**src/rtl/adder_seq_pkg.sv**
```systemverilog
// adder_seq_pkg: shared state encoding, data widths and window geometry for adder_seq_ctrl
package adder_seq_pkg;
   typedef enum logic [1:0] {IDLE, ACTIVE, FLUSH} state_t;
   localparam int SUM_W = 20;
   localparam int PIX_W = 16;
   localparam int WIN   = 3;
   // a window centred behind (r,c) is incomplete until WIN-1 rows and columns have been seen
   function automatic logic is_border(input int r, input int c);
      return (r < WIN - 1) || (c < WIN - 1);
   endfunction
endpackage

```
**src/rtl/adder_seq_ctrl_if.sv**
```systemverilog
// adder_seq_ctrl_if: pixel-stream input and window-sum control outputs of adder_seq_ctrl
interface adder_seq_ctrl_if #(
   parameter int IMG_W = 640,
   parameter int IMG_H = 480
);
   logic                     pix_valid;
   logic                     pix_sof;
   logic                     win_en;
   logic                     sum_valid;
   logic                     sum_eol;
   logic                     sum_border;
   logic [$clog2(IMG_W)-1:0] col;
   logic [$clog2(IMG_H)-1:0] row;
   logic                     busy;
   logic                     frame_done;
   logic                     err_sof;
   modport master (
      output pix_valid, pix_sof,
      input  win_en, sum_valid, sum_eol, sum_border, col, row, busy, frame_done, err_sof
   );
   modport slave (
      input  pix_valid, pix_sof,
      output win_en, sum_valid, sum_eol, sum_border, col, row, busy, frame_done, err_sof
   );
endinterface

```
**src/rtl/valid_delay.sv**
```systemverilog
// valid_delay: DEPTH-stage tag shift register that tracks window slots through the adder pipeline
module valid_delay #(
   parameter int DEPTH = 2,
   parameter int W     = 3
) (
   input  logic         clk,
   input  logic         rst,
   input  logic [W-1:0] d,
   output logic [W-1:0] q
);
   logic [W-1:0] sr [DEPTH];
   // shift tags one stage per cycle; reset drops every slot in flight
   always_ff @(posedge clk) begin
      if (rst) begin
         for (int i = 0; i < DEPTH; i++) sr[i] <= '0;
      end else begin
         sr[0] <= d;
         for (int i = 1; i < DEPTH; i++) sr[i] <= sr[i-1];
      end
   end
   assign q = sr[DEPTH-1];
endmodule

```
**src/rtl/adder_seq_ctrl.sv**
```systemverilog
// adder_seq_ctrl: frame/window sequencer for a pipelined 3x3 window adder; BORDER_PASS_EN also passes border windows
module adder_seq_ctrl
   import adder_seq_pkg::*;
#(
   parameter int IMG_W   = 640,
   parameter int IMG_H   = 480,
   parameter int ADD_LAT = 2
) (
   input logic             clk,
   input logic             rst,
   adder_seq_ctrl_if.slave bus
);
   localparam int CW = $clog2(IMG_W);
   localparam int RW = $clog2(IMG_H);
   localparam int FW = $clog2(ADD_LAT + 1) + 1;
   localparam logic [CW-1:0] CMAX = CW'(IMG_W - 1);
   localparam logic [RW-1:0] RMAX = RW'(IMG_H - 1);
   state_t        state, state_nxt;
   logic [CW-1:0] col, col_nxt, pc;
   logic [RW-1:0] row, row_nxt, pr;
   logic [FW-1:0] fcnt;
   logic          acc, sof_acc, last, win, brd;
   logic          win_en, eol1, brd1, last1, err_sof;
   logic [3:0]    tag_q;
   // acceptance, pixel position (sof restarts at 0,0), window qualification and next state
   always_comb begin
      acc     = bus.pix_valid & ((state == ACTIVE) | bus.pix_sof);
      sof_acc = acc & bus.pix_sof;
      pc      = sof_acc ? '0 : col;
      pr      = sof_acc ? '0 : row;
      last    = acc & (pr == RMAX) & (pc == CMAX);
`ifdef BORDER_PASS_EN
      win     = acc;
      brd     = is_border(int'(pr), int'(pc));
`else
      win     = acc & ~is_border(int'(pr), int'(pc));
      brd     = 1'b0;
`endif
      col_nxt   = acc ? ((pc == CMAX) ? '0 : pc + 1'b1) : col;
      row_nxt   = acc ? ((pc == CMAX) ? ((pr == RMAX) ? '0 : pr + 1'b1) : pr) : row;
      state_nxt = acc ? (last ? FLUSH : ACTIVE)
                : ((state == FLUSH) && (fcnt == FW'(ADD_LAT))) ? IDLE : state;
   end
   // state, counters and the window register stage feeding the adder
   always_ff @(posedge clk) begin
      if (rst) begin
         state   <= IDLE;
         col     <= '0;
         row     <= '0;
         fcnt    <= '0;
         win_en  <= 1'b0;
         eol1    <= 1'b0;
         brd1    <= 1'b0;
         last1   <= 1'b0;
         err_sof <= 1'b0;
      end else begin
         state   <= state_nxt;
         col     <= col_nxt;
         row     <= row_nxt;
         fcnt    <= (state == FLUSH) ? fcnt + 1'b1 : '0;
         win_en  <= win;
         eol1    <= win & (pc == CMAX);
         brd1    <= win & brd;
         last1   <= last;
         err_sof <= sof_acc & (state == ACTIVE);
      end
   end
   valid_delay #(.DEPTH(ADD_LAT), .W(4)) u_dly (
      .clk (clk),
      .rst (rst),
      .d   ({last1, brd1, eol1, win_en}),
      .q   (tag_q)
   );
   assign bus.win_en     = win_en;
   assign bus.sum_valid  = tag_q[0];
   assign bus.sum_eol    = tag_q[1];
   assign bus.sum_border = tag_q[2];
   assign bus.frame_done = tag_q[3];
   assign bus.err_sof    = err_sof;
   assign bus.col        = col;
   assign bus.row        = row;
   assign bus.busy       = (state != IDLE);
endmodule

```
**src/flat_wrapper.sv**
```systemverilog
// flat-port wrapper written by rule: the top's interface ports become plain ports
module adder_seq_ctrl_flat import adder_seq_pkg::*;
#(
   parameter int IMG_W   = 640,
   parameter int IMG_H   = 480,
   parameter int ADD_LAT = 2
)
  (clk, rst, bus_pix_valid, bus_pix_sof, bus_win_en, bus_sum_valid, bus_sum_eol, bus_sum_border, bus_col, bus_row, bus_busy, bus_frame_done, bus_err_sof);
  adder_seq_ctrl_if #(.IMG_W(IMG_W), .IMG_H(IMG_H)) bus_i ();
  input logic clk;
  input logic rst;
  input wire logic [$bits(bus_i.pix_valid)-1:0] bus_pix_valid;
  input wire logic [$bits(bus_i.pix_sof)-1:0] bus_pix_sof;
  output wire logic [$bits(bus_i.win_en)-1:0] bus_win_en;
  output wire logic [$bits(bus_i.sum_valid)-1:0] bus_sum_valid;
  output wire logic [$bits(bus_i.sum_eol)-1:0] bus_sum_eol;
  output wire logic [$bits(bus_i.sum_border)-1:0] bus_sum_border;
  output wire logic [$bits(bus_i.col)-1:0] bus_col;
  output wire logic [$bits(bus_i.row)-1:0] bus_row;
  output wire logic [$bits(bus_i.busy)-1:0] bus_busy;
  output wire logic [$bits(bus_i.frame_done)-1:0] bus_frame_done;
  output wire logic [$bits(bus_i.err_sof)-1:0] bus_err_sof;
  assign bus_i.pix_valid = bus_pix_valid;
  assign bus_i.pix_sof = bus_pix_sof;
  assign bus_win_en = bus_i.win_en;
  assign bus_sum_valid = bus_i.sum_valid;
  assign bus_sum_eol = bus_i.sum_eol;
  assign bus_sum_border = bus_i.sum_border;
  assign bus_col = bus_i.col;
  assign bus_row = bus_i.row;
  assign bus_busy = bus_i.busy;
  assign bus_frame_done = bus_i.frame_done;
  assign bus_err_sof = bus_i.err_sof;
  adder_seq_ctrl #(.IMG_W(IMG_W), .IMG_H(IMG_H), .ADD_LAT(ADD_LAT)) u_core (.clk(clk), .rst(rst), .bus(bus_i));
endmodule
```
**config.mk**
```make
export PLATFORM = sky130hd
export DESIGN_NAME = adder_seq_ctrl_flat
export DESIGN_NICKNAME = d
export VERILOG_FILES = /design/src/rtl/adder_seq_pkg.sv /design/src/rtl/adder_seq_ctrl_if.sv /design/src/rtl/valid_delay.sv /design/src/rtl/adder_seq_ctrl.sv /design/src/flat_wrapper.sv
export SDC_FILE = /design/constraint.sdc
export NUM_CORES = 1
export LEC_CHECK = 0
export BUFFER_PORTS_ARGS = -buffer_cell sky130_fd_sc_hd__clkbuf_2
export CAP_MARGIN = 20
export CORE_MARGIN = 10
export CORE_UTILIZATION = 49
export DETAILED_ROUTE_END_ITERATION = 8
export PLACE_DENSITY = 0.74
export SETUP_SLACK_MARGIN = 0.15
export SLEW_MARGIN = 20
export SYNTH_ARGS = -nofsm -noshare
export SYNTH_HDL_FRONTEND = slang
export SYNTH_HIERARCHICAL = 1
export SYNTH_SLANG_ARGS = --single-unit
```
**constraint.sdc**
```tcl
create_clock -name clk -period 2 [get_ports clk]
set_input_delay 0.1 -clock clk [delete_from_list [all_inputs] [get_ports clk]]
set_output_delay 0.1 -clock clk [all_outputs]
set_load 0.02 [all_outputs]
```
## Word level (Yosys, flattened, before mapping)

Memories as Yosys holds them, arrays and structs flattened.
Index checks and enable logic that the tools add are counted.
W data, S select, Z words.

- $mul: 0
- Bitwise logic cells: 12
- Shift-type cells: 0
- Divide/modulo/power cells: 0
- Reduce and logical (&&, ||, !) cells: 5
- Order comparisons: 2
- Mux-type cells: 13
- $add $sub $neg: 3
- Equal/unequal tests: 5

Operators with widths:

| operator | count |
|---|---|
| $mux W9 | 3 |
| $mux W10 | 2 |
| $add A10 B1 Y10 const B | 1 |
| $eq A10 B10 Y1 const B | 1 |
| $lt A10 B2 Y1 const B | 1 |
| $add A9 B1 Y9 const B | 1 |
| $eq A9 B9 Y1 const B | 1 |
| $lt A9 B2 Y1 const B | 1 |
| $mux W4 | 2 |
| $and A1 B1 Y1 | 7 |
| $mux W2 | 3 |
| $reduce_bool A2 Y1 | 2 |
| $add A3 B1 Y3 const B | 1 |
| $eq A3 B2 Y1 const B | 1 |
| $mux W1 | 3 |
| $or A1 B1 Y1 | 3 |
| $eq A2 B1 Y1 const B | 1 |
| $eq A2 B2 Y1 const B | 1 |
| $not A1 Y1 | 2 |
| $reduce_or A2 Y1 | 1 |
| $logic_and A1 B1 Y1 | 1 |
| $logic_or A1 B1 Y1 | 1 |

- RAM bits: 8
- Output and inout port bits: 26
- Latch bits: 0
- Memories kept: 1
- Word-level logic and storage cells: 49
- ROM bits: 0
- Register bits after elaboration: 28

Memories:

| memory | words | bits a word | read ports | clocked after memory_dff | wr ports | line | source |
|---|---|---|---|---|---|---|---|
| u_core.u_dly.sr | 2 | 4 | 2 | 0 | 2 | valid_delay.sv:11 | `logic [W-1:0] sr [DEPTH];` |

## Depth between registers and ports, before layout

Gate-level depths: netlist of run 1.

- Word-level depth: 10
- Depth in mapped cells: 10
- Gate-level depth less buffers: 8

## Modules after synthesis

Netlist of run 1, hierarchy kept.

By module, submodules not included:

| module | seq. area each (um^2) | instances | cells an instance | area an instance (um^2) |
|---|---|---|---|---|
| adder_seq_ctrl | 560.5 | 1 | 180 | 1,446.4 |
| valid_delay | 160.2 | 1 | 20 | 240.2 |

## Worst setup path after synthesis of run 1

Ideal clock, no wire load.

- Path type: register -> register
- Start point: reg u_core.col[0] (netlist: u_core/bus.col[0])
- End point: reg u_core.row[0] (netlist: u_core/bus.row[0])
- Slack: -163 ps
- Arrival time: 2,094 ps
- Cell stages (with the launch flop): 8
- Period minus slack after synthesis: 2,163 ps
- Data required time: 1,931 ps
- Cells stage by stage: dfxtp_1 > and2_1 > ha_1 > nand2b_1 > or4_1 > buf_2 > or4_1 > o21ai_1

- Longest elaborated chain between the ends: 3

Ends and longest elaborated chain:

| element | line | source |
|---|---|---|
| start: declaration | adder_seq_ctrl.sv:19 | `logic [CW-1:0] col, col_nxt, pc;` |
| start signal: assignment | adder_seq_ctrl.sv:58 | `col <= col_nxt;` |
| $mux W10 | adder_seq_ctrl.sv:29 | `pc = sof_acc ? '0 : col;` |
| $eq A10 B10 Y1 | adder_seq_ctrl.sv:40 | `row_nxt = acc ? ((pc == CMAX) ? ((pr == RMAX) ? '0 : pr + 1'b1) : pr) : row;` |
| $mux W9 | adder_seq_ctrl.sv:40 |  |
| end signal: assignment | adder_seq_ctrl.sv:59 | `row <= row_nxt;` |
| end: declaration | adder_seq_ctrl.sv:20 | `logic [RW-1:0] row, row_nxt, pr;` |

Every way passes these cells.
A chain may end at the register's enable or synchronous reset.

## Worst setup path in the final report of run 1

Ends and elaborated chain as after synthesis.

==> report_table.html, run 1 <==
<table>
<tr><th>Metric</th><th>Value</th></tr>
<tr><th colspan="2">Clocking</th></tr>
<tr><td>Max H-tree Level</td><td>2</td></tr>
<tr><td>CTS Hold Bufs</td><td>0</td></tr>
<tr><td>Buffer levels on the longest clock path</td><td>2</td></tr>
<tr><td>Clock input transition at the sequential cells of the worst setup and hold paths</td><td>0.11 ns</td></tr>
<tr><td>CTS tree</td><td>done</td></tr>
<tr><td>Skew-Pair Late Insertion Delay</td><td>0.34 ns</td></tr>
<tr><td>Root buf cell</td><td>sky130_fd_sc_hd__clkbuf_4</td></tr>
<tr><td>CTS Buf Count</td><td>5</td></tr>
<tr><td>Sink Count</td><td>36</td></tr>
<tr><th colspan="2">Logic synthesis</th></tr>
<tr><td>Number of distinct library cells after synthesis</td><td>45</td></tr>
<tr><td>Combined area of all synthesized cells</td><td>1690 um2</td></tr>
<tr><td>Part of the Yosys area used for sequential elements</td><td>42.7%</td></tr>
<tr><td>Fraction of registers with async set/reset</td><td>0%</td></tr>
<tr><td>Average footprint of a synthesized cell</td><td>8.43 um2</td></tr>
<tr><td>Count of synthesis-stage warnings from yosys</td><td>6</td></tr>
<tr><td>Main flop type after synthesis</td><td>sky130_fd_sc_hd__dfxtp_1</td></tr>
<tr><td>Mapped Nets</td><td>208</td></tr>
<tr><td>Number of enable flip-flop cells after synthesis</td><td>0</td></tr>
<tr><td>Total of flip-flops plus latches after synthesis</td><td>36</td></tr>
<tr><td>Cell count after synthesis</td><td>200</td></tr>
<tr><th colspan="2">Route</th></tr>
<tr><td>Length of the first detailed-routing pass in iterations</td><td>4</td></tr>
<tr><td>Final WL</td><td>4.36 mm</td></tr>
<tr><td>Average wire per standard cell</td><td>14.7 um</td></tr>
<tr><td>Number of vias in the routed layout</td><td>1676</td></tr>
<tr><td>Post-route antenna net violation count</td><td>0</td></tr>
<tr><td>Via density</td><td>5.66</td></tr>
<tr><td>Number of design-rule violations left by the first detailed-router iteration</td><td>227</td></tr>
<tr><td>Detailed-route DRC error count</td><td>0</td></tr>
<tr><th colspan="2">Floorplan</th></tr>
<tr><td>Initial standard-cell utilization of the core</td><td>50.5%</td></tr>
<tr><td>Io pins</td><td>30</td></tr>
<tr><td>Total die area</td><td>6190 um2</td></tr>
<tr><td>Floorplan core area</td><td>3340 um2</td></tr>
<tr><td>Die outline width</td><td>78.7 um</td></tr>
<tr><td>Num rows</td><td>21</td></tr>
<tr><td>Die height</td><td>78.7 um</td></tr>
<tr><th colspan="2">Setup path</th></tr>
<tr><td>Worst r2r dst</td><td>u_core/bus.row[0]</td></tr>
<tr><td>Worst setup path startpoint</td><td>u_core/bus.col[0]</td></tr>
<tr><td>Path type of the worst setup path</td><td>register to register</td></tr>
<tr><td>Slack of the worst reg-to-reg path</td><td>0.12 ns</td></tr>
<tr><td>Endpoint class of the critical path</td><td>register</td></tr>
<tr><td>Critical-path maximum fanout</td><td>3</td></tr>
<tr><td>Setup crit start kind</td><td>register</td></tr>
<tr><td>Critical path data arrival time</td><td>2.15 ns</td></tr>
<tr><td>Startpoint of the lowest-slack register-to-register path</td><td>u_core/bus.col[0]</td></tr>
<tr><td>Required time of the critical path</td><td>2.27 ns</td></tr>
<tr><td>Worst r2r path cells</td><td>6</td></tr>
<tr><th colspan="2">STA</th></tr>
<tr><td>Final hold violations</td><td>0</td></tr>
<tr><td>Final min period</td><td>1.88 ns</td></tr>
<tr><td>Number of setup violations in the final report</td><td>0</td></tr>
<tr><td>Fin crit share</td><td>94.1%</td></tr>
<tr><td>Slew at the pin with the worst max-slew slack</td><td>0.692 ns</td></tr>
<tr><td>Final max-slew violation count</td><td>0</td></tr>
<tr><td>Relative slew slack</td><td>53.6%</td></tr>
<tr><td>Crit path setup slack, layout</td><td>0.118 ns</td></tr>
<tr><td>Unrepaired setup endpoints after global routing</td><td>true</td></tr>
<tr><td>Clock skew</td><td>0.0116 ns</td></tr>
<tr><td>Final-layout setup total negative slack</td><td>0 ns</td></tr>
<tr><td>Achievable Freq</td><td>531 MHz</td></tr>
<tr><th colspan="2">Global route</th></tr>
<tr><td>Largest net degree at the start of global routing</td><td>29</td></tr>
<tr><td>Initial antenna violation count</td><td>0</td></tr>
<tr><td>Via count of the first global-routing pass</td><td>1586</td></tr>
<tr><td>Remaining global-route overflow</td><td>0</td></tr>
<tr><td>Combined global-route utilization of all metal layers</td><td>14.7%</td></tr>
<tr><td>First-pass GRT wire length</td><td>7.49 mm</td></tr>
<tr><th colspan="2">Place</th></tr>
<tr><td>DP Worst Slack</td><td>0.0201 ns</td></tr>
<tr><td>Number of buffers inserted by port buffering</td><td>29</td></tr>
<tr><td>Final RePlAce weighted congestion</td><td>0.938</td></tr>
<tr><td>Post-detailed-placement half-perimeter wirelength</td><td>3.15 mm</td></tr>
<tr><th colspan="2">Run</th></tr>
<tr><td>Max-capacitance violation count</td><td>0</td></tr>
<tr><th colspan="2">Final layout</th></tr>
<tr><td>Ant. Diodes</td><td>0</td></tr>
<tr><td>Fraction of layout instances using a drive strength above 1</td><td>31.2%</td></tr>
<tr><td># nets final</td><td>257</td></tr>
<tr><td>Area Growth Syn to Fin</td><td>28.0%</td></tr>
<tr><th colspan="2">Outcome</th></tr>
<tr><td>Result of the run</td><td>complete, no violations</td></tr>
<tr><th colspan="2">Worst hold path</th></tr>
<tr><td>Endpoint of the worst hold-timing path</td><td>u_core/bus.win_en</td></tr>
<tr><td>Worst hold stages</td><td>5</td></tr>
<tr><td>Min-Delay Path Class</td><td>primary input to register</td></tr>
<tr><td>Hold path start</td><td>bus_pix_sof</td></tr>
<tr><th colspan="2">Pwr</th></tr>
<tr><td>Leak Pwr</td><td>0.000922 uW</td></tr>
<tr><td>Worst-case vdd ir drop</td><td>0.000364 V</td></tr>
<tr><td>Power density over cell area</td><td>564 nW/um2</td></tr>
</table>
-- power by group --
group / internal, uW / switching (uW)
combinational: 33.8 / 61.9
sequential: 721 / 3.88
clock: 167 / 228
-- synth_stat cells, types with 2 or more instances --
cell / instances / area [um2]
sky130_fd_sc_hd__and3_1: 5 / 31.3
sky130_fd_sc_hd__o21ai_1: 2 / 10.0
sky130_fd_sc_hd__dfxtp_1: 36 / 721
sky130_fd_sc_hd__buf_4: 4 / 30.0
sky130_fd_sc_hd__xor2_1: 2 / 17.5
sky130_fd_sc_hd__o31ai_1: 2 / 15.0
sky130_fd_sc_hd__nor3b_1: 3 / 22.5
sky130_fd_sc_hd__inv_1: 3 / 11.3
sky130_fd_sc_hd__clkbuf_1: 6 / 22.5
sky130_fd_sc_hd__a21o_1: 2 / 15.0
sky130_fd_sc_hd__or4_1: 3 / 22.5
sky130_fd_sc_hd__nor2b_1: 9 / 56.3
sky130_fd_sc_hd__nand2b_1: 2 / 12.5
sky130_fd_sc_hd__nor4_1: 5 / 31.3
sky130_fd_sc_hd__o211ai_1: 3 / 22.5
sky130_fd_sc_hd__o21ai_0: 8 / 40.0
sky130_fd_sc_hd__nand2_1: 17 / 63.8
sky130_fd_sc_hd__nand3b_1: 3 / 22.5
sky130_fd_sc_hd__nor3_1: 8 / 40.0
sky130_fd_sc_hd__a32oi_1: 2 / 17.5
sky130_fd_sc_hd__nor2_1: 17 / 63.8
sky130_fd_sc_hd__a21oi_1: 9 / 45.0
sky130_fd_sc_hd__and2_1: 6 / 37.5
sky130_fd_sc_hd__nand4_1: 4 / 25.0
sky130_fd_sc_hd__a31oi_1: 4 / 25.0
sky130_fd_sc_hd__nand3_1: 11 / 55.1
sky130_fd_sc_hd__ha_1: 4 / 50.1
sky130_fd_sc_hd__or3_1: 3 / 18.8
-- flip-flops by register name, indices dropped and copies added, names as in the netlist --
| register | flops |
|---|---|
| u_core/bus.col | 10 |
| u_core/bus.row | 9 |
| u_core/u_dly/sr | 8 |
| u_core/fcnt | 3 |
| u_core/state | 2 |
| u_core/bus.err_sof | 1 |
| u_core/bus.win_en | 1 |
| u_core/eol1 | 1 |
| u_core/last1 | 1 |
-- cell families (layout without fill, tap and decap cells) --
group | after synthesis | in the layout | synth area share [%]
and+or+nand+nor | 100 | 100 | 32.0
AOI/OAI and AO/OA | 41 | 41 | 15.8
DFF | 36 | 36 | 42.7
buffers and inverters | 15 | 65 | 4.75
adders and majority gates | 4 | 4 | 2.97
xor gates and xnor gates | 3 | 3 | 1.56
other | 1 | 1 | 0.222
-- per-stage QoR --
| stage | area, um2 | hold slack (ns) | cells | utilization, % | total power, uW |
|---|---|---|---|---|---|
| 2_1_floorplan | 1740 | 0.172 | 200 | - | 801 |
| 6_report | 2160 | 0.198 | 296 | 64.7 | 1220 |
| 5_1_grt | 2160 | 0.194 | 296 | 64.7 | 1270 |
| 4_1_cts | 2120 | 0.170 | 295 | 63.6 | 1240 |
| 3_3_place_gp | 2020 | 0.417 | 284 | 60.4 | 831 |
| 3_5_place_dp | 2020 | 0.422 | 284 | 60.4 | 832 |
-- worst max-delay path by stage --
stage	end	slack [ns]	cells after the start
CTS	u_core/bus.row[0]	0.13	6
floorplan	u_core/bus.row[0]	-0.003	7
global placement	u_core/bus.row[0]	0.06	8
global route	u_core/bus.row[0]	0.06	6
detailed placement	u_core/bus.row[5]	0.02	10
finish	u_core/bus.row[0]	0.12	6
-- what timing repair did --
action / in CTS / in global routing
resized for setup: 4 / 6
setup buffers: 3 / 1
hold endpoints to repair: 0 / 0
endpoints found under the setup margin: 6 / 12
pin swaps: 1 / 2
-- layout make-up --
class / count / area [um2]
repair buffers: 54 / 337
clock inverters: 2 / 10.0
clock buffers: 6 / 51.3
well taps: 46 / 57.6
inverters: 3 / 11.3
multi-input cells: 149 / 963
flip-flops and latches: 36 / 728
fillers: 310 / 1180
-- critical path, stage by stage, from the launching register on --
cell,delay (ns)
sky130_fd_sc_hd__dfxtp_4,0.36
sky130_fd_sc_hd__and2_4,0.14
sky130_fd_sc_hd__ha_4,0.15
sky130_fd_sc_hd__nand2b_4,0.06
sky130_fd_sc_hd__or4_4,0.50
sky130_fd_sc_hd__or4_1,0.48
sky130_fd_sc_hd__o21ai_1,0.12
-- layout by cell type (no fill, tap or decap), types with 3 or more instances in the layout --
cell type / synthesis / final
sky130_fd_sc_hd__inv_1: 3 / 3
sky130_fd_sc_hd__nand2_1: 17 / 16
sky130_fd_sc_hd__nor4_1: 5 / 4
sky130_fd_sc_hd__a31oi_1: 4 / 4
sky130_fd_sc_hd__nor3b_1: 3 / 3
sky130_fd_sc_hd__and2_4: 1 / 3
sky130_fd_sc_hd__and3_1: 5 / 5
sky130_fd_sc_hd__a21oi_1: 9 / 9
sky130_fd_sc_hd__nor2_1: 17 / 16
sky130_fd_sc_hd__nor3_1: 8 / 5
sky130_fd_sc_hd__ha_1: 4 / 3
sky130_fd_sc_hd__nand4_1: 4 / 4
sky130_fd_sc_hd__o211ai_1: 3 / 3
sky130_fd_sc_hd__nor2b_1: 9 / 9
sky130_fd_sc_hd__or3_1: 3 / 3
sky130_fd_sc_hd__and2_1: 6 / 4
sky130_fd_sc_hd__nand3b_1: 3 / 3
sky130_fd_sc_hd__buf_4: 4 / 24
sky130_fd_sc_hd__nand3_1: 11 / 11
sky130_fd_sc_hd__o21ai_1: 2 / 3
sky130_fd_sc_hd__dfxtp_1: 36 / 34
sky130_fd_sc_hd__clkbuf_2: 0 / 29
sky130_fd_sc_hd__clkbuf_4: 0 / 5
sky130_fd_sc_hd__o21ai_0: 8 / 7
-- metal layers --
layer	vias up	GRT usage [%]	wire length [um]
met5	-	0	0
met4	0	4.84	67
met3	6	5.01	424
met2	69	23.0	1980
met1	775	18.4	1890
li1	826	-	-
(Power assumes the default switching activity.)
==> run 2: changes to the inputs <==
--- a/config.mk
+++ b/config.mk
@@ -5,12 +5,13 @@
 export SDC_FILE = /design/constraint.sdc
 export NUM_CORES = 1
 export LEC_CHECK = 0
+export ABC_AREA = 1
 export BUFFER_PORTS_ARGS = -buffer_cell sky130_fd_sc_hd__clkbuf_2
 export CAP_MARGIN = 20
 export CORE_MARGIN = 10
 export CORE_UTILIZATION = 49
 export DETAILED_ROUTE_END_ITERATION = 8
-export PLACE_DENSITY = 0.74
+export PLACE_DENSITY = 0.73
 export SETUP_SLACK_MARGIN = 0.15
 export SLEW_MARGIN = 20
 export SYNTH_ARGS = -nofsm -noshare
==> run 2 against run 1 <==
Count of clock-buffer cells in the layout fell by 1. Highest routed layer unchanged. Final cell count rose by 22%. First-iteration DRC count fell by 49%. Clock skew fell by 0.0026 ns. Die area rose by 13%. Area after synthesis rose by 17%. Maximum frequency rose by 8.3%. Flip-flop and latch count did not move. Non-clock buffer count fell by 19. Clock power rose by 62%. Design area rose by 4.9%. Global-route usage fell by 1.7 points.
==> report_table.html, run 2 <==
<table>
<tr><th>Metric</th><th>Value</th></tr>
<tr><th colspan="2">Floorplan</th></tr>
<tr><td>Die height</td><td>83.5 um (was 78.7 um)</td></tr>
<tr><td>Die outline width</td><td>83.5 um (was 78.7 um)</td></tr>
<tr><td>Floorplan core area</td><td>3940 um2 (was 3340 um2)</td></tr>
<tr><td>Total die area</td><td>6970 um2 (was 6190 um2)</td></tr>
<tr><td>Num rows</td><td>23 (was 21)</td></tr>
<tr><td>Initial standard-cell utilization of the core</td><td>50.1% (was 50.5%)</td></tr>
<tr><td>Io pins</td><td>30 (unchanged)</td></tr>
<tr><th colspan="2">Setup path</th></tr>
<tr><td>Startpoint of the lowest-slack register-to-register path</td><td>u_core/bus.col[0] (unchanged)</td></tr>
<tr><td>CP Depth</td><td>13 (was 6)</td></tr>
<tr><td>Setup crit start kind</td><td>register (unchanged)</td></tr>
<tr><td>Critical path's largest stage delay</td><td>0.35 ns (was 0.50 ns)</td></tr>
<tr><td>Dominant delay contributor by cell family on the critical path</td><td>simple AND/OR/NAND/NOR gates (unchanged)</td></tr>
<tr><td>Critical-path maximum fanout</td><td>6 (was 3)</td></tr>
<tr><td>Worst setup path startpoint</td><td>u_core/bus.col[0] (unchanged)</td></tr>
<tr><td>Worst path bufs/invs</td><td>3 (was 0)</td></tr>
<tr><td>Endpoint class of the critical path</td><td>register (unchanged)</td></tr>
<tr><td>Path type of the worst setup path</td><td>register to register (unchanged)</td></tr>
<tr><td>List of cells traversed by the critical path</td><td>inv_1 &gt; nor2_1 &gt; ha_2 &gt; nand2_2 &gt; nor2_4 &gt; nand3_4 &gt; nor2_4 &gt; buf_4 &gt; nand2_1 &gt; nand2_1 &gt; inv_1 &gt; nand3_1 &gt; nand2_1 (was and2_4 &gt; ha_4 &gt; nand2b_4 &gt; or4_4 &gt; or4_1 &gt; o21ai_1)</td></tr>
<tr><td>Critical path data arrival time</td><td>1.93 ns (was 2.15 ns)</td></tr>
<tr><td>Worst r2r path cells</td><td>13 (was 6)</td></tr>
<tr><td>Max stage delay cell, worst path</td><td>sky130_fd_sc_hd__dfxtp_2 (was sky130_fd_sc_hd__or4_4)</td></tr>
<tr><td>Required time of the critical path</td><td>2.19 ns (was 2.27 ns)</td></tr>
<tr><td>Worst Setup EP</td><td>u_core/bus.row[3] (was u_core/bus.row[0])</td></tr>
<tr><td>Dominant cell type by count on the critical path</td><td>sky130_fd_sc_hd__nand2_1</td></tr>
<tr><td>Slack of the worst reg-to-reg path</td><td>0.26 ns (was 0.12 ns)</td></tr>
<tr><td>Worst r2r dst</td><td>u_core/bus.row[3] (was u_core/bus.row[0])</td></tr>
<tr><th colspan="2">Logic synthesis</th></tr>
<tr><td>Average footprint of a synthesized cell</td><td>7.13 um2 (was 8.43 um2)</td></tr>
<tr><td>Total of flip-flops plus latches after synthesis</td><td>36 (unchanged)</td></tr>
<tr><td>Cell count after synthesis</td><td>277 (was 200)</td></tr>
<tr><td>Fraction of registers with async set/reset</td><td>0% (unchanged)</td></tr>
<tr><td>Count of synthesis-stage warnings from yosys</td><td>6 (unchanged)</td></tr>
<tr><td>Most area-hungry cell type in the Yosys netlist</td><td>sky130_fd_sc_hd__dfxtp_1 (unchanged)</td></tr>
<tr><td>Mapped Nets</td><td>285 (was 208)</td></tr>
<tr><td>Area contributors post-synth</td><td>sky130_fd_sc_hd__dfxtp_1 (37%), sky130_fd_sc_hd__nand2_1 (10%), sky130_fd_sc_hd__nor2_1 (7.4%), sky130_fd_sc_hd__inv_1 (6.8%), sky130_fd_sc_hd__nand3_1 (5.6%) (was sky130_fd_sc_hd__dfxtp_1 (43%), sky130_fd_sc_hd__nand2_1 (3.8%), sky130_fd_sc_hd__nor2_1 (3.8%), sky130_fd_sc_hd__nor2b_1 (3.3%), sky130_fd_sc_hd__nand3_1 (3.3%))</td></tr>
<tr><td>Main flop type after synthesis</td><td>sky130_fd_sc_hd__dfxtp_1 (unchanged)</td></tr>
<tr><td>Portion of synthesized cell area occupied by the leading cell type</td><td>36.5% (was 42.7%)</td></tr>
<tr><td>Number of distinct library cells after synthesis</td><td>35 (was 45)</td></tr>
<tr><td>Most common library cells after synthesis</td><td>sky130_fd_sc_hd__nand2_1 (55), sky130_fd_sc_hd__nor2_1 (39), sky130_fd_sc_hd__dfxtp_1 (36), sky130_fd_sc_hd__inv_1 (36), sky130_fd_sc_hd__nand3_1 (22) (was sky130_fd_sc_hd__dfxtp_1 (36), sky130_fd_sc_hd__nand2_1 (17), sky130_fd_sc_hd__nor2_1 (17))</td></tr>
<tr><td>Combined area of all synthesized cells</td><td>1970 um2 (was 1690 um2)</td></tr>
<tr><td>Number of enable flip-flop cells after synthesis</td><td>0 (unchanged)</td></tr>
<tr><td>Part of the Yosys area used for sequential elements</td><td>36.5% (was 42.7%)</td></tr>
<tr><td>Most numerous cell in the Yosys netlist</td><td>sky130_fd_sc_hd__nand2_1 (was sky130_fd_sc_hd__dfxtp_1)</td></tr>
<tr><th colspan="2">Final layout</th></tr>
<tr><td>Top Registers</td><td>u_core/bus.col: 10 flops, u_core/bus.row: 9 flops, u_core/u_dly/sr: 8 flops (unchanged)</td></tr>
<tr><td>Top reg by flops</td><td>u_core/bus.col (unchanged)</td></tr>
<tr><td>Leading cell type in the layout, fill and taps excluded</td><td>sky130_fd_sc_hd__nand2_1 (was sky130_fd_sc_hd__dfxtp_1)</td></tr>
<tr><td>FILL cells</td><td>364 (was 310)</td></tr>
<tr><td>Commonest non-fill, non-tap cells in the layout</td><td>sky130_fd_sc_hd__nand2_1 (55), sky130_fd_sc_hd__nor2_1 (38), sky130_fd_sc_hd__inv_1 (36) (was sky130_fd_sc_hd__dfxtp_1 (34), sky130_fd_sc_hd__clkbuf_2 (29), sky130_fd_sc_hd__buf_4 (24))</td></tr>
<tr><td>Finished Core Util</td><td>57.4% (was 64.7%)</td></tr>
<tr><td>Post-layout instance count excluding filler cells</td><td>360 (was 296)</td></tr>
<tr><td># nets final</td><td>317 (was 257)</td></tr>
<tr><td>Fraction of layout instances using a drive strength above 1</td><td>26.1% (was 31.2%)</td></tr>
<tr><td>Ant. Diodes</td><td>0 (unchanged)</td></tr>
<tr><td>Area Growth Syn to Fin</td><td>14.7% (was 28.0%)</td></tr>
<tr><td>Flip-flop count of the largest register, all copies and words added</td><td>10 (unchanged)</td></tr>
<tr><th colspan="2">Worst hold path</th></tr>
<tr><td>Min-Delay Path Class</td><td>primary input to register (unchanged)</td></tr>
<tr><td>Hold path start</td><td>rst (was bus_pix_sof)</td></tr>
<tr><td>Worst hold stages</td><td>2 (was 5)</td></tr>
<tr><th colspan="2">Route</th></tr>
<tr><td>Detailed-route DRC error count</td><td>0 (unchanged)</td></tr>
<tr><td>Post-route antenna net violation count</td><td>0 (unchanged)</td></tr>
<tr><td>Met2 wire length</td><td>2.03 mm (was 1.98 mm)</td></tr>
<tr><td>Length of the first detailed-routing pass in iterations</td><td>4 (unchanged)</td></tr>
<tr><td>Average wire per standard cell</td><td>12.5 um (was 14.7 um)</td></tr>
<tr><td>Via density</td><td>4.94 (was 5.66)</td></tr>
<tr><td>Number of vias in the routed layout</td><td>1777 (was 1676)</td></tr>
<tr><td>Number of design-rule violations left by the first detailed-router iteration</td><td>115 (was 227)</td></tr>
<tr><td>Met3 wire length</td><td>347 um (was 424 um)</td></tr>
<tr><td>Final WL</td><td>4.51 mm (was 4.36 mm)</td></tr>
<tr><td>Top layer reached by signal wires</td><td>met4 (unchanged)</td></tr>
<tr><td>Met1 Wirelength</td><td>2.08 mm (was 1.89 mm)</td></tr>
<tr><th colspan="2">STA</th></tr>
<tr><td>Fin crit share</td><td>86.9% (was 94.1%)</td></tr>
<tr><td>Clock skew</td><td>0.00899 ns (was 0.0116 ns)</td></tr>
<tr><td>Final hold slack</td><td>0.282 ns (was 0.198 ns)</td></tr>
<tr><td>Unrepaired setup endpoints after global routing</td><td>false (was true)</td></tr>
<tr><td>Achievable Freq</td><td>576 MHz (was 531 MHz)</td></tr>
<tr><td>Final max-slew violation count</td><td>0 (unchanged)</td></tr>
<tr><td>Final-layout setup total negative slack</td><td>0 ns (unchanged)</td></tr>
<tr><td>Final min period</td><td>1.74 ns (was 1.88 ns)</td></tr>
<tr><td>Number of setup violations in the final report</td><td>0 (unchanged)</td></tr>
<tr><td>Crit path setup slack, layout</td><td>0.262 ns (was 0.118 ns)</td></tr>
<tr><td>Final hold violations</td><td>0 (unchanged)</td></tr>
<tr><th colspan="2">Place</th></tr>
<tr><td>Placed cell count</td><td>350 (was 284)</td></tr>
<tr><td>Final RePlAce weighted congestion</td><td>0.912 (was 0.938)</td></tr>
<tr><td>Number of buffers inserted by port buffering</td><td>29 (unchanged)</td></tr>
<tr><td>DP Worst Slack</td><td>0.170 ns (was 0.0201 ns)</td></tr>
<tr><td>Post-detailed-placement half-perimeter wirelength</td><td>3.34 mm (was 3.15 mm)</td></tr>
<tr><th colspan="2">Global route</th></tr>
<tr><td>First-pass GRT wire length</td><td>7.67 mm (was 7.49 mm)</td></tr>
<tr><td>Initial antenna violation count</td><td>0 (unchanged)</td></tr>
<tr><td>Largest net degree at the start of global routing</td><td>23 (was 29)</td></tr>
<tr><td>Via count of the first global-routing pass</td><td>1662 (was 1586)</td></tr>
<tr><td>Combined global-route utilization of all metal layers</td><td>12.9% (was 14.7%)</td></tr>
<tr><td>Remaining global-route overflow</td><td>0 (unchanged)</td></tr>
<tr><th colspan="2">Outcome</th></tr>
<tr><td>Result of the run</td><td>complete, no violations (unchanged)</td></tr>
<tr><th colspan="2">Clocking</th></tr>
<tr><td>Max H-tree Level</td><td>2 (unchanged)</td></tr>
<tr><td>CTS Buf Count</td><td>5 (unchanged)</td></tr>
<tr><td>Root buf cell</td><td>sky130_fd_sc_hd__clkbuf_8 (was sky130_fd_sc_hd__clkbuf_4)</td></tr>
<tr><td>Buffer levels on the longest clock path</td><td>2 (unchanged)</td></tr>
<tr><td>CTS tree</td><td>done (unchanged)</td></tr>
<tr><td>Sink Count</td><td>36 (unchanged)</td></tr>
<tr><td>CTS Hold Bufs</td><td>0 (unchanged)</td></tr>
<tr><td>Clock input transition at the sequential cells of the worst setup and hold paths</td><td>0.08 ns (was 0.11 ns)</td></tr>
<tr><td>Skew-Pair Late Insertion Delay</td><td>0.29 ns (was 0.34 ns)</td></tr>
<tr><th colspan="2">Pwr</th></tr>
<tr><td>Worst-case vdd ir drop</td><td>0.000326 V (was 0.000364 V)</td></tr>
<tr><td>Power density over cell area</td><td>648 nW/um2 (was 564 nW/um2)</td></tr>
<tr><td>Leak Pwr</td><td>0.00101 uW (was 0.000922 uW)</td></tr>
<tr><th colspan="2">Run</th></tr>
<tr><td>Max-capacitance violation count</td><td>0 (unchanged)</td></tr>
</table>
## run 2: cell count changes in the layout (fill, tap and decap cells not counted), moves of 9 or more
| cell | previous run | this run |
|---|---|---|
| sky130_fd_sc_hd__nand2_1 | 16 | 55 |
| sky130_fd_sc_hd__nor2b_1 | 9 | 0 |
| sky130_fd_sc_hd__nor2_1 | 16 | 38 |
| sky130_fd_sc_hd__nand3_1 | 11 | 22 |
| sky130_fd_sc_hd__inv_1 | 3 | 36 |
| sky130_fd_sc_hd__buf_4 | 24 | 6 |
## run 2: worst min-delay path by stage
stage                                        to  slack, ns
after global routing          u_core/bus.row[2]       0.31
final                         u_core/bus.row[2]       0.28
after CTS                     u_core/bus.row[2]       0.27
after global placement    u_core/u_dly/sr[0][1]       0.39
after detailed placement  u_core/u_dly/sr[0][3]       0.39
after floorplan           u_core/u_dly/sr[0][1]       0.28
## run 2: final cells by class
cell class                 instances  area (um2)  share of cell area (%)
clock inverter                     3        42.5                    1.88
multi-input combinational        188        1010                    44.5
inverter                          43         166                    7.35
timing repair buffer              35         190                    8.40
tap                               50        62.6                    2.76
clock buffer                       5        68.8                    3.04
sequential                        36         726                    32.0
## run 2: routing by layer
metal	up-vias	global-route usage, %
li1	927	-
met1	792	15.9
met2	53	20.5
met3	5	4.39
met4	0	4.41
met5	-	0
## run 2: power breakdown
part / total [uW] / switching [uW] / internal [uW]
Clock: 641 / 272 / 369
Combinational: 101 / 74.3 / 26.2
Sequential: 727 / 3.75 / 723
## run 2: cells by family (layout without fill, tap and decap cells)
group                    count (synthesis)  count (layout)  share of synthesized area (%)
AND/OR/NAND/NOR                        148             148                           36.9
buffers and inverters                   53              86                           13.4
flip-flops                              36              36                           36.5
AO/OA/AOI/OAI                           31              31                           8.68
adder cells (fa/ha/maj)                  4               4                           2.53
XOR/XNOR                                 4               4                           1.77
other                                    1               1                          0.190
## run 2: timing repair
action                                  in CTS  in global routing
endpoints found under the setup margin       0                 16
hold endpoints to repair                     0                  0
resized for setup                            0                  9
buffers inserted                             0                  2
## run 2: through the flow
step	instance area (um2)	total power, uW
6_report	2260	1470
5_1_grt	2260	1530
4_1_cts	2220	1480
3_5_place_dp	2110	841
3_3_place_gp	2110	842
2_1_floorplan	1970	820
==> run 3: changes to the inputs <==
==> constraint.sdc (replaced) <==
create_clock -name clk -period 1.4 [get_ports clk]
set_input_delay 0.07 -clock clk [delete_from_list [all_inputs] [get_ports clk]]
set_output_delay 0.07 -clock clk [all_outputs]
set_load 0.02 [all_outputs]
==> run 3 against run 2 <==
The run now ends with negative setup slack left. Maximum frequency increased by 5.0%. Non-clock buffer count is 42 higher. Sequential power is 42% higher. Critical path depth shrank 2. Register-to-register slack lost 0.52 ns. Global-route usage up 0.97 points. Clock power grew 18%. Die area did not move. Total power rose by 36%. Via count up 13%. Wire length grew 20%. Clock skew shrank 0.0056 ns. Largest cell class unchanged. Highest routed layer unchanged.
==> report_table.html, run 3 (synthesis gave the netlist of run 2 again) <==
<table>
<tr><th>Metric</th><th>Value</th></tr>
<tr><th colspan="2">STA</th></tr>
<tr><td>Final hold slack</td><td>0.135 ns (was 0.282 ns)</td></tr>
<tr><td>Final min period</td><td>1.66 ns (was 1.74 ns)</td></tr>
<tr><td>Achievable Freq</td><td>604 MHz (was 576 MHz)</td></tr>
<tr><td>Unrepaired setup endpoints after global routing</td><td>true (was false)</td></tr>
<tr><td>Number of setup violations in the final report</td><td>19 (was 0)</td></tr>
<tr><td>Crit path setup slack, layout</td><td>-0.255 ns (was 0.262 ns)</td></tr>
<tr><td>Final max-slew violation count</td><td>0 (unchanged)</td></tr>
<tr><td>Final hold violations</td><td>0 (unchanged)</td></tr>
<tr><td>Final-layout setup total negative slack</td><td>-3.23 ns (was 0 ns)</td></tr>
<tr><td>Fin crit share</td><td>118% (was 86.9%)</td></tr>
<tr><td>Clock skew</td><td>0.00339 ns (was 0.00899 ns)</td></tr>
<tr><th colspan="2">Route</th></tr>
<tr><td>Detailed-route DRC error count</td><td>0 (unchanged)</td></tr>
<tr><td>Number of vias in the routed layout</td><td>2013 (was 1777)</td></tr>
<tr><td>Average wire per standard cell</td><td>13.5 um (was 12.5 um)</td></tr>
<tr><td>Final WL</td><td>5.42 mm (was 4.51 mm)</td></tr>
<tr><td>Length of the first detailed-routing pass in iterations</td><td>5 (was 4)</td></tr>
<tr><td>Post-route antenna net violation count</td><td>0 (unchanged)</td></tr>
<tr><td>Via density</td><td>5.01 (was 4.94)</td></tr>
<tr><td>Number of design-rule violations left by the first detailed-router iteration</td><td>152 (was 115)</td></tr>
<tr><th colspan="2">Setup path</th></tr>
<tr><td>List of cells traversed by the critical path</td><td>inv_4 &gt; nor2_4 &gt; ha_4 &gt; nand2_4 &gt; nor3_4 &gt; and2_1 &gt; nand2_2 &gt; nand2_2 &gt; inv_2 &gt; nand2_1 &gt; o21ai_1 (was inv_1 &gt; nor2_1 &gt; ha_2 &gt; nand2_2 &gt; nor2_4 &gt; nand3_4 &gt; nor2_4 &gt; buf_4 &gt; nand2_1 &gt; nand2_1 &gt; inv_1 &gt; nand3_1 &gt; nand2_1)</td></tr>
<tr><td>CP Depth</td><td>11 (was 13)</td></tr>
<tr><td>Path type of the worst setup path</td><td>register to register (unchanged)</td></tr>
<tr><td>Setup crit start kind</td><td>register (unchanged)</td></tr>
<tr><td>Critical path data arrival time</td><td>1.83 ns (was 1.93 ns)</td></tr>
<tr><td>Slack of the worst reg-to-reg path</td><td>-0.26 ns (was 0.26 ns)</td></tr>
<tr><td>Dominant delay contributor by cell family on the critical path</td><td>simple AND/OR/NAND/NOR gates (unchanged)</td></tr>
<tr><td>Worst r2r dst</td><td>u_core/bus.row[0] (was u_core/bus.row[3])</td></tr>
<tr><td>Max stage delay cell, worst path</td><td>sky130_fd_sc_hd__dfxtp_4 (was sky130_fd_sc_hd__dfxtp_2)</td></tr>
<tr><td>Required time of the critical path</td><td>1.58 ns (was 2.19 ns)</td></tr>
<tr><td>Dominant cell type by count on the critical path</td><td>sky130_fd_sc_hd__nand2_2 (was sky130_fd_sc_hd__nand2_1)</td></tr>
<tr><td>Startpoint of the lowest-slack register-to-register path</td><td>u_core/bus.row[1] (was u_core/bus.col[0])</td></tr>
<tr><td>Critical-path maximum fanout</td><td>4 (was 6)</td></tr>
<tr><td>Worst r2r path cells</td><td>11 (was 13)</td></tr>
<tr><td>Worst path bufs/invs</td><td>2 (was 3)</td></tr>
<tr><td>Endpoint class of the critical path</td><td>register (unchanged)</td></tr>
<tr><td>Critical path's largest stage delay</td><td>0.36 ns (was 0.35 ns)</td></tr>
<tr><th colspan="2">Place</th></tr>
<tr><td>Post-detailed-placement half-perimeter wirelength</td><td>3.88 mm (was 3.34 mm)</td></tr>
<tr><td>Number of buffers inserted by port buffering</td><td>29 (unchanged)</td></tr>
<tr><td>Final RePlAce weighted congestion</td><td>0.915 (was 0.912)</td></tr>
<tr><td>Placed cell count</td><td>387 (was 350)</td></tr>
<tr><td>DP Worst Slack</td><td>-0.245 ns (was 0.170 ns)</td></tr>
<tr><td>Total cell area at the placement stage</td><td>2460 um2 (was 2110 um2)</td></tr>
<tr><th colspan="2">Worst hold path</th></tr>
<tr><td>Endpoint of the worst hold-timing path</td><td>u_core/bus.col[3] (was u_core/bus.row[2])</td></tr>
<tr><td>Worst hold stages</td><td>2 (unchanged)</td></tr>
<tr><td>Min-Delay Path Class</td><td>primary input to register (unchanged)</td></tr>
<tr><td>Hold path start</td><td>rst (unchanged)</td></tr>
<tr><th colspan="2">Final layout</th></tr>
<tr><td>Top Registers</td><td>u_core/bus.col: 10 flops, u_core/bus.row: 9 flops, u_core/u_dly/sr: 8 flops (unchanged)</td></tr>
<tr><td>Top reg by flops</td><td>u_core/bus.col (unchanged)</td></tr>
<tr><td>Leading cell type in the layout, fill and taps excluded</td><td>sky130_fd_sc_hd__nand2_1 (unchanged)</td></tr>
<tr><td>Fraction of layout instances using a drive strength above 1</td><td>42.6% (was 26.1%)</td></tr>
<tr><td>FILL cells</td><td>299 (was 364)</td></tr>
<tr><td>Commonest non-fill, non-tap cells in the layout</td><td>sky130_fd_sc_hd__nand2_1 (51), sky130_fd_sc_hd__buf_4 (47), sky130_fd_sc_hd__inv_1 (32), sky130_fd_sc_hd__nor2_1 (32), sky130_fd_sc_hd__dfxtp_1 (31) (was sky130_fd_sc_hd__nand2_1 (55), sky130_fd_sc_hd__nor2_1 (38), sky130_fd_sc_hd__inv_1 (36))</td></tr>
<tr><td>Area of all placed cells without fillers</td><td>2750 um2 (was 2260 um2)</td></tr>
<tr><td>Area Growth Syn to Fin</td><td>39.4% (was 14.7%)</td></tr>
<tr><td># nets final</td><td>359 (was 317)</td></tr>
<tr><td>Ant. Diodes</td><td>0 (unchanged)</td></tr>
<tr><td>Flip-flop count of the largest register, all copies and words added</td><td>10 (unchanged)</td></tr>
<tr><td>Post-layout instance count excluding filler cells</td><td>402 (was 360)</td></tr>
<tr><th colspan="2">Floorplan</th></tr>
<tr><td>Die height</td><td>83.5 um (unchanged)</td></tr>
<tr><td>Io pins</td><td>30 (unchanged)</td></tr>
<tr><td>Initial standard-cell utilization of the core</td><td>50.1% (unchanged)</td></tr>
<tr><td>Total die area</td><td>6970 um2 (unchanged)</td></tr>
<tr><td>Num rows</td><td>23 (unchanged)</td></tr>
<tr><td>Floorplan core area</td><td>3940 um2 (unchanged)</td></tr>
<tr><td>Die outline width</td><td>83.5 um (unchanged)</td></tr>
<tr><th colspan="2">Global route</th></tr>
<tr><td>Largest net degree at the start of global routing</td><td>14 (was 23)</td></tr>
<tr><td>First-pass GRT wire length</td><td>8.31 mm (was 7.67 mm)</td></tr>
<tr><td>Combined global-route utilization of all metal layers</td><td>13.9% (was 12.9%)</td></tr>
<tr><td>Initial antenna violation count</td><td>0 (unchanged)</td></tr>
<tr><td>Via count of the first global-routing pass</td><td>1865 (was 1662)</td></tr>
<tr><td>Remaining global-route overflow</td><td>0 (unchanged)</td></tr>
<tr><th colspan="2">Clocking</th></tr>
<tr><td>Sink Count</td><td>36 (unchanged)</td></tr>
<tr><td>Root buf cell</td><td>sky130_fd_sc_hd__clkbuf_8 (unchanged)</td></tr>
<tr><td>CTS Hold Bufs</td><td>0 (unchanged)</td></tr>
<tr><td>CTS Buf Count</td><td>5 (unchanged)</td></tr>
<tr><td>Max H-tree Level</td><td>2 (unchanged)</td></tr>
<tr><td>Buffer levels on the longest clock path</td><td>2 (unchanged)</td></tr>
<tr><td>Skew-Pair Late Insertion Delay</td><td>0.29 ns (about the same)</td></tr>
<tr><td>Clock input transition at the sequential cells of the worst setup and hold paths</td><td>0.08 ns (about the same)</td></tr>
<tr><td>CTS tree</td><td>done (unchanged)</td></tr>
<tr><th colspan="2">Pwr</th></tr>
<tr><td>Worst-case vdd ir drop</td><td>0.000572 V (was 0.000326 V)</td></tr>
<tr><td>Power density over cell area</td><td>723 nW/um2 (was 648 nW/um2)</td></tr>
<tr><td>Leak Pwr</td><td>0.00126 uW (was 0.00101 uW)</td></tr>
<tr><th colspan="2">Outcome</th></tr>
<tr><td>Result of the run</td><td>finished with violations (was complete, no violations)</td></tr>
<tr><td>Violations in the final reports</td><td>negative setup slack</td></tr>
<tr><th colspan="2">Run</th></tr>
<tr><td>Max-capacitance violation count</td><td>0 (unchanged)</td></tr>
</table>
[run 3: how the worst max path moves through the flow]
stage	endpoint	startpoint	slack [ns]
6_report	u_core/bus.row[0]	u_core/bus.row[1]	-0.26
5_1_grt	u_core/bus.row[0]	u_core/bus.row[1]	-0.35
4_1_cts	u_core/bus.row[5]	u_core/bus.col[1]	-0.17
3_5_place_dp	u_core/bus.row[5]	u_core/bus.row[0]	-0.25
3_3_place_gp	u_core/bus.row[5]	u_core/bus.row[0]	-0.18
2_1_floorplan	u_core/bus.row[3]	bus_pix_valid	-0.18
[run 3: layout make-up]
| type | count | area [um2] | area share (%) |
|---|---|---|---|
| Multi-Input combinational cell | 188 | 1180 | 42.8 |
| Sequential cell | 36 | 737 | 26.8 |
| Timing Repair Buffer | 77 | 509 | 18.5 |
| Inverter | 43 | 174 | 6.32 |
| Clock buffer | 5 | 68.8 | 2.50 |
| Tap cell | 50 | 62.6 | 2.27 |
| Clock inverter | 3 | 23.8 | 0.864 |
[run 3: per-stage QoR]
step / power [uW] / utilization [%]
final: 1990 / 69.8
after global routing: 2060 / 69.8
after CTS: 2000 / 65.9
after detailed placement: 1240 / 62.4
after global placement: 1240 / 62.4
after floorplan: 1180 / -
[run 3: where the power goes]
group	switching, uW	internal (uW)
clock	405	352
sequential	4.71	1030
combinational	132	70.0
[run 3: layer usage]
metal / GRT usage [%] / part of all wire, %
met2: 23.4 / 50
met5: 0 / 0
met3: 4.00 / 7.3
met4: 4.72 / 2.0
met1: 16.4 / 40
[run 3: worst register-to-register path: stages, from the launching register on]
cell                      delay [ns]
sky130_fd_sc_hd__dfxtp_4        0.36
sky130_fd_sc_hd__inv_4          0.04
sky130_fd_sc_hd__nor2_4         0.13
sky130_fd_sc_hd__ha_4           0.16
sky130_fd_sc_hd__nand2_4        0.06
sky130_fd_sc_hd__nor3_4         0.20
sky130_fd_sc_hd__and2_1         0.19
sky130_fd_sc_hd__nand2_2        0.12
sky130_fd_sc_hd__nand2_2        0.11
sky130_fd_sc_hd__inv_2          0.06
sky130_fd_sc_hd__nand2_1        0.06
sky130_fd_sc_hd__o21ai_1        0.05
[run 3: repair_timing]
action | in CTS | in global routing
pin swaps | 5 | 13
resized for setup | 9 | 27
endpoints found under the setup margin | 22 | 24
buffers inserted | 2 | 5
